File: src/rtl/fifo_burst_ctrl.sv
// Read-side controller that drains the sample FIFO into framed packets
// (one header word, then up to BURST_LEN data words) on a valid/ready stream.
module fifo_burst_ctrl #(
  parameter int unsigned DATA_WIDTH     = 32,
  parameter int unsigned ADDR_WIDTH     = 10,
  parameter int unsigned BURST_LEN      = 16,
  parameter int unsigned TIMEOUT_CYCLES = 4096
) (
  input  logic                  clk,
  input  logic                  rst,
  input  logic                  enable,
  output logic                  fifo_rd_en,
  input  logic [DATA_WIDTH-1:0] fifo_rd_data,
  input  logic                  fifo_empty,
  input  logic [ADDR_WIDTH:0]   fifo_count,
  output logic [DATA_WIDTH-1:0] m_data,
  output logic                  m_valid,
  output logic                  m_last,
  input  logic                  m_ready,
  output logic                  busy,
  output logic [7:0]            pkt_seq
);

  localparam int unsigned TIMER_W = $clog2(TIMEOUT_CYCLES) + 1;

  typedef enum logic [2:0] {IDLE, HDR, RD, LD, SEND} state_t;

  state_t                state_q, state_d;
  logic [TIMER_W-1:0]    timer_q, timer_d;
  logic [15:0]           len_q, len_d;
  logic [15:0]           remaining_q, remaining_d;
  logic [7:0]            pkt_seq_q, pkt_seq_d;
  logic [DATA_WIDTH-1:0] m_data_q, m_data_d;
  logic                  m_valid_q, m_valid_d;
  logic                  m_last_q, m_last_d;
  logic                  rd_en_q, rd_en_d;
  logic                  busy_q, busy_d;

  logic burst_ready;
  logic timeout_hit;

  assign burst_ready = 32'(fifo_count) >= BURST_LEN;
  assign timeout_hit = !fifo_empty && (timer_q == TIMER_W'(TIMEOUT_CYCLES - 1));

  always_comb begin
    // NOTE: every signal gets its hold/idle value first so no path through the
    // case statement can leave one unassigned and infer a latch.
    state_d     = state_q;
    timer_d     = '0;
    len_d       = len_q;
    remaining_d = remaining_q;
    pkt_seq_d   = pkt_seq_q;
    m_data_d    = m_data_q;

    case (state_q)
      IDLE: begin
        if (enable && !fifo_empty) timer_d = timer_q + TIMER_W'(1);
        // A full burst takes priority over a timeout that fires in the same cycle.
        if (enable && burst_ready) begin
          len_d   = 16'(BURST_LEN);
          state_d = HDR;
        end else if (enable && timeout_hit) begin
          len_d   = 16'(fifo_count);
          state_d = HDR;
        end
        if (state_d == HDR) begin
          timer_d  = '0;
          m_data_d = DATA_WIDTH'({8'hA5, pkt_seq_q, len_d});
        end
      end
      HDR: begin
        if (m_ready) begin
          remaining_d = len_q;
          state_d     = RD;
        end
      end
      RD: state_d = LD;
      LD: begin
        m_data_d = fifo_rd_data;
        state_d  = SEND;
      end
      SEND: begin
        if (m_ready) begin
          if (remaining_q == 16'd1) begin
            pkt_seq_d = pkt_seq_q + 8'd1;
            state_d   = IDLE;
          end else begin
            remaining_d = remaining_q - 16'd1;
            state_d     = RD;
          end
        end
      end
      default: state_d = IDLE;
    endcase

    // Outputs are registered copies decoded from the next state, so m_ready
    // never reaches a port combinationally.
    m_valid_d = (state_d == HDR) || (state_d == SEND);
    m_last_d  = (state_d == SEND) && (remaining_d == 16'd1);
    rd_en_d   = (state_d == RD);
    busy_d    = (state_d != IDLE);
  end

  always_ff @(posedge clk) begin
    // NOTE: non-blocking assignments so every flop samples pre-edge values.
    if (rst) begin
      state_q     <= IDLE;
      timer_q     <= '0;
      len_q       <= '0;
      remaining_q <= '0;
      pkt_seq_q   <= '0;
      m_data_q    <= '0;
      m_valid_q   <= 1'b0;
      m_last_q    <= 1'b0;
      rd_en_q     <= 1'b0;
      busy_q      <= 1'b0;
    end else begin
      state_q     <= state_d;
      timer_q     <= timer_d;
      len_q       <= len_d;
      remaining_q <= remaining_d;
      pkt_seq_q   <= pkt_seq_d;
      m_data_q    <= m_data_d;
      m_valid_q   <= m_valid_d;
      m_last_q    <= m_last_d;
      rd_en_q     <= rd_en_d;
      busy_q      <= busy_d;
    end
  end

  assign fifo_rd_en = rd_en_q;
  assign m_data     = m_data_q;
  assign m_valid    = m_valid_q;
  assign m_last     = m_last_q;
  assign busy       = busy_q;
  assign pkt_seq    = pkt_seq_q;

endmodule

File: config.mk
export PLATFORM = sky130hd
export DESIGN_NAME = fifo_burst_ctrl
export DESIGN_NICKNAME = d
export VERILOG_FILES = /design/src/rtl/fifo_burst_ctrl.sv
export SDC_FILE = /design/constraint.sdc
export NUM_CORES = 1
export LEC_CHECK = 0
export CAP_MARGIN = 20
export CORE_MARGIN = 2
export CORE_UTILIZATION = 50
export CTS_CLUSTER_DIAMETER = 30
export CTS_CLUSTER_SIZE = 28
export DETAILED_ROUTE_END_ITERATION = 10
export PLACE_DENSITY_LB_ADDON = 0.3
export SKIP_LAST_GASP = 1
export SYNTH_ARGS = -nofsm -noshare
export SYNTH_HDL_FRONTEND = slang
export SYNTH_SLANG_ARGS = --single-unit
File: constraint.sdc
create_clock -name clk -period 3 [get_ports clk]
set_input_delay 0.45 -clock clk [delete_from_list [all_inputs] [get_ports clk]]
set_output_delay 0.45 -clock clk [all_outputs]
set_load 0.05 [all_outputs]
* Word level (Yosys, flattened, before mapping) *
Index checks and enable logic that the tools add are counted.

word-level totals
  flip-flop bits (word level) = 92
  bits in latches = 0
  RAM bits = 0
  ROM bits = 0
  input port bits = 48
  output and inout bits = 44
  word-level logic and storage cells = 56
  memories kept = 0

operators by class
  add/subtract/negate cells = 3
  multiply operators = 0
  div/mod/pow operators = 0
  $lt $le $gt $ge = 1
  equal/unequal tests = 12
  shifts and indexed selects = 0
  multiplexer cells = 15
  bitwise gates (word level) = 2
  reduce and logical (&&, ||, !) cells = 13

operator list
  cell                                                                number
  2-to-1 mux 16 bit                                                   5
  one-hot mux 32 bit (2 select lines)                                 1
  == test 16 x 1 -> 1 bit, second input constant                      2
  2-to-1 mux 32 bit                                                   1
  one-hot mux 16 bit (2 select lines)                                 1
  subtractor 16 x 1 -> 16 bit, second input constant                  1
  2-to-1 mux 3 bit                                                    5
  one-hot mux 3 bit (5 select lines)                                  1
  adder 13 x 1 -> 13 bit, second input constant                       1
  == test 13 x 12 -> 1 bit, second input constant                     1
  greater-or-equal comparator 11 x 5 -> 1 bit, second input constant  1
  == test 3 x 1 -> 1 bit, second input constant                       3
  == test 3 x 2 -> 1 bit, second input constant                       3
  adder 8 x 1 -> 8 bit, second input constant                         1
  == test 3 bit, second input constant                                2
  logical AND 1 bit                                                   5
  OR reduction 4 bit                                                  1
  logical NOT 3 bit                                                   1
  AND reduction 3 bit                                                 1
  nonzero test 3 bit                                                  1
  2-to-1 mux 2 bit                                                    1
  != test 2 bit, second input constant                                1
  NOT 1 bit                                                           2
  AND reduction 2 bit                                                 1
  3 further kinds                                                     3

* Logic depth before layout (Yosys ltp) *
  depth after elaboration = 9
  depth in mapped cells = 9
  depth with buffers taken out = 9

* Least setup slack after synthesis *
Ideal clock, no wire load.

  path kind = input-to-reg
  from = input port fifo_count[6]
  to = register timer_q[10]
  library setup time = 0.064 ns
  arrival time = 2.231 ns
  data required time = 2.936 ns
  setup slack = 0.705 ns
  stages = 6
  buffers on the path = 1
  cell sequence = or4_1 -> o41ai_4 -> nand2_1 -> or4_4 -> buf_2 -> nor2_1

on the way
  longest elaborated chain between the ends = 6

RTL lines
  item                                         line  source
  start: declaration                           15    input logic [ADDR_WIDTH:0] fifo_count,
  greater-or-equal comparator 11 x 5 -> 1 bit  42    assign burst_ready = 32'(fifo_count) >= BURST_LEN;
  logical AND 1 bit                            59    if (enable && burst_ready) begin
  2-to-1 mux 3 bit                             59
  2-to-1 mux 3 bit                             55    case (state_q)
  == test 3 x 1 -> 1 bit                       66    if (state_d == HDR) begin
  OR reduction 4 bit (no source line)          -
  end signal: assignment                       119   timer_q <= timer_d;
  end: declaration                             29    logic [TIMER_W-1:0] timer_q, timer_d;

No other way between the ends. The select of a mux whose other input is x is not followed.
A chain may end at the register's enable or synchronous reset.

* Worst setup path in the final report *
  from = register timer_q[0]
  to = register len_q[6]

on the way
  longest elaborated chain between the ends = 5

RTL lines
  item                      line  source
  == test 13 x 12 -> 1 bit  43    assign timeout_hit = !fifo_empty && (timer_q == TIMER_W'(TIMEOUT_CYCLES - 1));
  logical AND 1 bit         43
  logical AND 1 bit         62    end else if (enable && timeout_hit) begin
  2-to-1 mux 16 bit         62
  2-to-1 mux 16 bit         59
  end signal: assignment    120   len_q <= len_d;
  end: declaration          30    logic [15:0] len_q, len_d;

No other way between the ends.

==> summary.log <==
INFO  grt            global_route.usage.met1=30.3%
INFO  finish         num-nets-final=619
INFO  setup_path     ff2ff_setup_slack=0.31ns
INFO  grt            grt_max_degree=43
INFO  grt            grt_pass1_vias=3603
INFO  worst_hold_path hold_path_end=m_data[15]
INFO  synth          synth_seq_cells=92
INFO  finish         final-instance-count-excl-fill=673
INFO  route          routed_via_density=5.64
INFO  grt            grt_pass1_wl=16.4mm
INFO  grt            global_route_overflow=0
INFO  route          dr.pass1.iters=5
INFO  synth          ys_async_sr_fraction=0%
INFO  cts            clock-root-buffer=clkbuf_8
INFO  timing         rsz0062_at_grt=false
INFO  timing         post-route-period-util=89.8%
INFO  setup_path     critical_path_required=3.24ns
INFO  flow_run       cap_viol_max_count=0
INFO  placement      place.port_buffers=91
INFO  cts            clock_latency=0.35ns
INFO  grt            met3_grt_util=3.21%
INFO  cts            clockBufferDepth=2
INFO  placement      place.detailed.instances=658
INFO  route          route.detailed.wl_per_inst=14.9um
INFO  die            initial_core_util=52.0%
INFO  timing         setup-tns-final=0ns
INFO  finish         drive_gt1_share=7.01%
INFO  placement      placement.cell_area=5060squm
INFO  setup_path     timing.rr.end=len_q[6]
INFO  setup_path     timing.critical_path.from_type=flip-flop
INFO  route          first_iter_violations=229
INFO  finish         layout.cells.most_common=dfxtp_1
INFO  synth          synth_edf_count=0
INFO  cts            cts_made_buffers=9
INFO  setup_path     ff2ff_path_depth=8
INFO  setup_path     setup.worst_path.end_class=flip-flop
INFO  route          remaining_number_of_nets_flagged_by_the_antenna_check_after_routing=0
INFO  synth          syn_area_per_cell=8.40squm
INFO  power_and_ir_drop finalPower=2510uW
INFO  timing         timing.final.crit_period=2.69ns
INFO  worst_hold_path hold_path_cell_cnt=2
INFO  setup_path     critical_path.max_fanout=14
INFO  setup_path     cp_data_arrival_time=2.94ns
INFO  cts            tritoncts=done
INFO  grt            number_of_antenna_violations_at_the_first_check_in_global_routing=0
INFO  placement      gp_routability_congestion=0.847
INFO  die            dieHeight=93.9um
INFO  cts            postCtsSetupBuffers=0
INFO  synth          seq_area_frac_synth=45.6%
INFO  timing         clock_skew=0.0119ns
INFO  timing         timing.max_slew.rel_slack=46.8%
INFO  finish         post_synthesis_to_final_layout_area_growth=30.0%
INFO  timing         max_clock_freq=0.371GHz
INFO  die            die-area=8820squm
INFO  setup_path     worstReg2RegStart=timer_q[0]
INFO  finish         most-common-layout-cells=dfxtp_1, clkdlybuf4s50_1, nor2_1
INFO  grt            grt_use_total=22.9%
INFO  setup_path     crit_type=flip-flop to flip-flop
INFO  placement      sum_of_net_half_perimeters_after_detailed_placement=7.19mm
INFO  timing         slew_violations=0
INFO  synth          synth_area=4040squm
INFO  power_and_ir_drop power-per-cell-area=478nW/um^2
INFO  synth          yosysWarnings=0
INFO  synth          syn_inst=481
INFO  synth          yosys_most_used_dff=dfxtp_1
INFO  die            io_pins=92
INFO  route          drc=0
INFO  finish         antenna-diode-count=0
INFO  timing         final-setup-viol-count=0
INFO  cts            cts-htree-levels=3
INFO  grt            gr-max-usage-layer=met2
INFO  cts            tritoncts_num_sinks=92
INFO  route          routed-via-count=3798
INFO  worst_hold_path hold_class=flip-flop to flip-flop
INFO  synth          synth_cell_types=57
INFO  cts            post_cts_hold_buffer_count=0
INFO  timing         timing.final.hold_violations=0
INFO  outcome        run_status=complete, no violations
INFO  die            placeableCoreArea=7770squm
INFO  die            die-width=93.9um
INFO  route          routed_wl=10.0mm
INFO  worst_hold_path worstHoldStart=m_data[15]
INFO  synth          postSynthNetCount=533
INFO  timing         worstMarginPinSlew=0.799ns
INFO  grt            gr-usage-met2=37.3%
INFO  die            core.rowCount=32
INFO  setup_path     worstSetupStartpoint=timer_q[0]
INFO  finish         post-route-cell-area=5260squm
INFO  power_and_ir_drop p_leak=0.00185uW
INFO  power_and_ir_drop vdd.ir_drop.worst=0.288mV
INFO  cts            clock_transition_at_the_register_clock_pins_on_the_worst_setup_and_hold_paths_after_cts=0.09ns
INFO  cts            cts-resized-gates=0
==> cells in the mapped netlist (8+ instances only) <==
library cell | number | share of area [%]
xor2_1 | 9 | 1.9
clkbuf_1 | 18 | 1.7
nor4_1 | 8 | 1.2
or3_1 | 9 | 1.4
nand2_1 | 52 | 4.8
nor3_1 | 20 | 2.5
nand4_1 | 9 | 1.4
o21ai_0 | 15 | 1.9
a21oi_1 | 35 | 4.3
nand3_1 | 20 | 2.5
a211oi_1 | 10 | 1.9
nor2_1 | 71 | 6.6
dfxtp_1 | 92 | 46
and2_1 | 13 | 2.0
==> stage by stage <==
step	setup slack, ns	hold WS [ns]	util, %
floorplan	0.705	0.430	-
global placement	0.226	0.440	65.1
detailed placement	0.152	0.447	65.1
CTS	0.323	0.460	67.7
global route	0.0348	0.479	67.7
finish	0.306	0.458	67.7
==> cells by family (layout without fill, tap and decap cells) <==
logic type | after synthesis | in the layout | synth area share, %
simple gates | 239 | 239 | 30.3
compound gates | 93 | 93 | 15.0
flops | 92 | 92 | 45.6
buf+inv | 34 | 124 | 3.65
xor+xnor | 16 | 16 | 3.47
fa+ha+maj | 4 | 4 | 1.24
mux | 3 | 3 | 0.743
==> flip-flops by register name, summed over array words and instances (netlist names) <==
register	cells
pkt_seq	8
fifo_rd_en	1
timer_q	13
m_last	1
busy	1
remaining_q	16
state_q	3
m_valid	1
len_q	16
m_data	32
==> worst max-delay path by stage <==
stage / slack, ns / cells past startpoint / endpoint
final: 0.31 / 8 / len_q[6]
after detailed placement: 0.15 / 7 / m_last
after floorplan: 0.71 / 6 / timer_q[10]
after global placement: 0.23 / 7 / m_last
after global routing: 0.03 / 8 / len_q[6]
after CTS: 0.32 / 8 / len_q[6]
==> where the power goes <==
part           internal, uW  switching, uW  leakage, uW
sequential             1250           23.9     0.000745
combinational           166            232      0.00100
clock                   408            428    0.0000992
==> routing by layer <==
metal | share of wire [%] | wire length, um
met5 | 0 | 0
met4 | 2.0 | 204
met3 | 5.6 | 561
met2 | 48 | 4790
met1 | 45 | 4470
==> cell type report <==
class                   instances  area (sq um)
clock buffers                  10           138
clock inverters                 5          60.1
fillers                       611          2510
inverters                       7          26.3
multi-input cells             355          2060
flip-flops and latches         92          1840
well taps                     102           128
repair buffers                102          1000
==> critical path: stages (launching register included) <==
cell	delay [ns]
dfxtp_1	0.39
ha_1	0.25
nand2_1	0.09
nor4_1	0.50
nand2_1	0.34
a21oi_1	0.36
buf_4	0.27
nor2_1	0.15
and2_1	0.24
(Power assumes the default switching activity.)
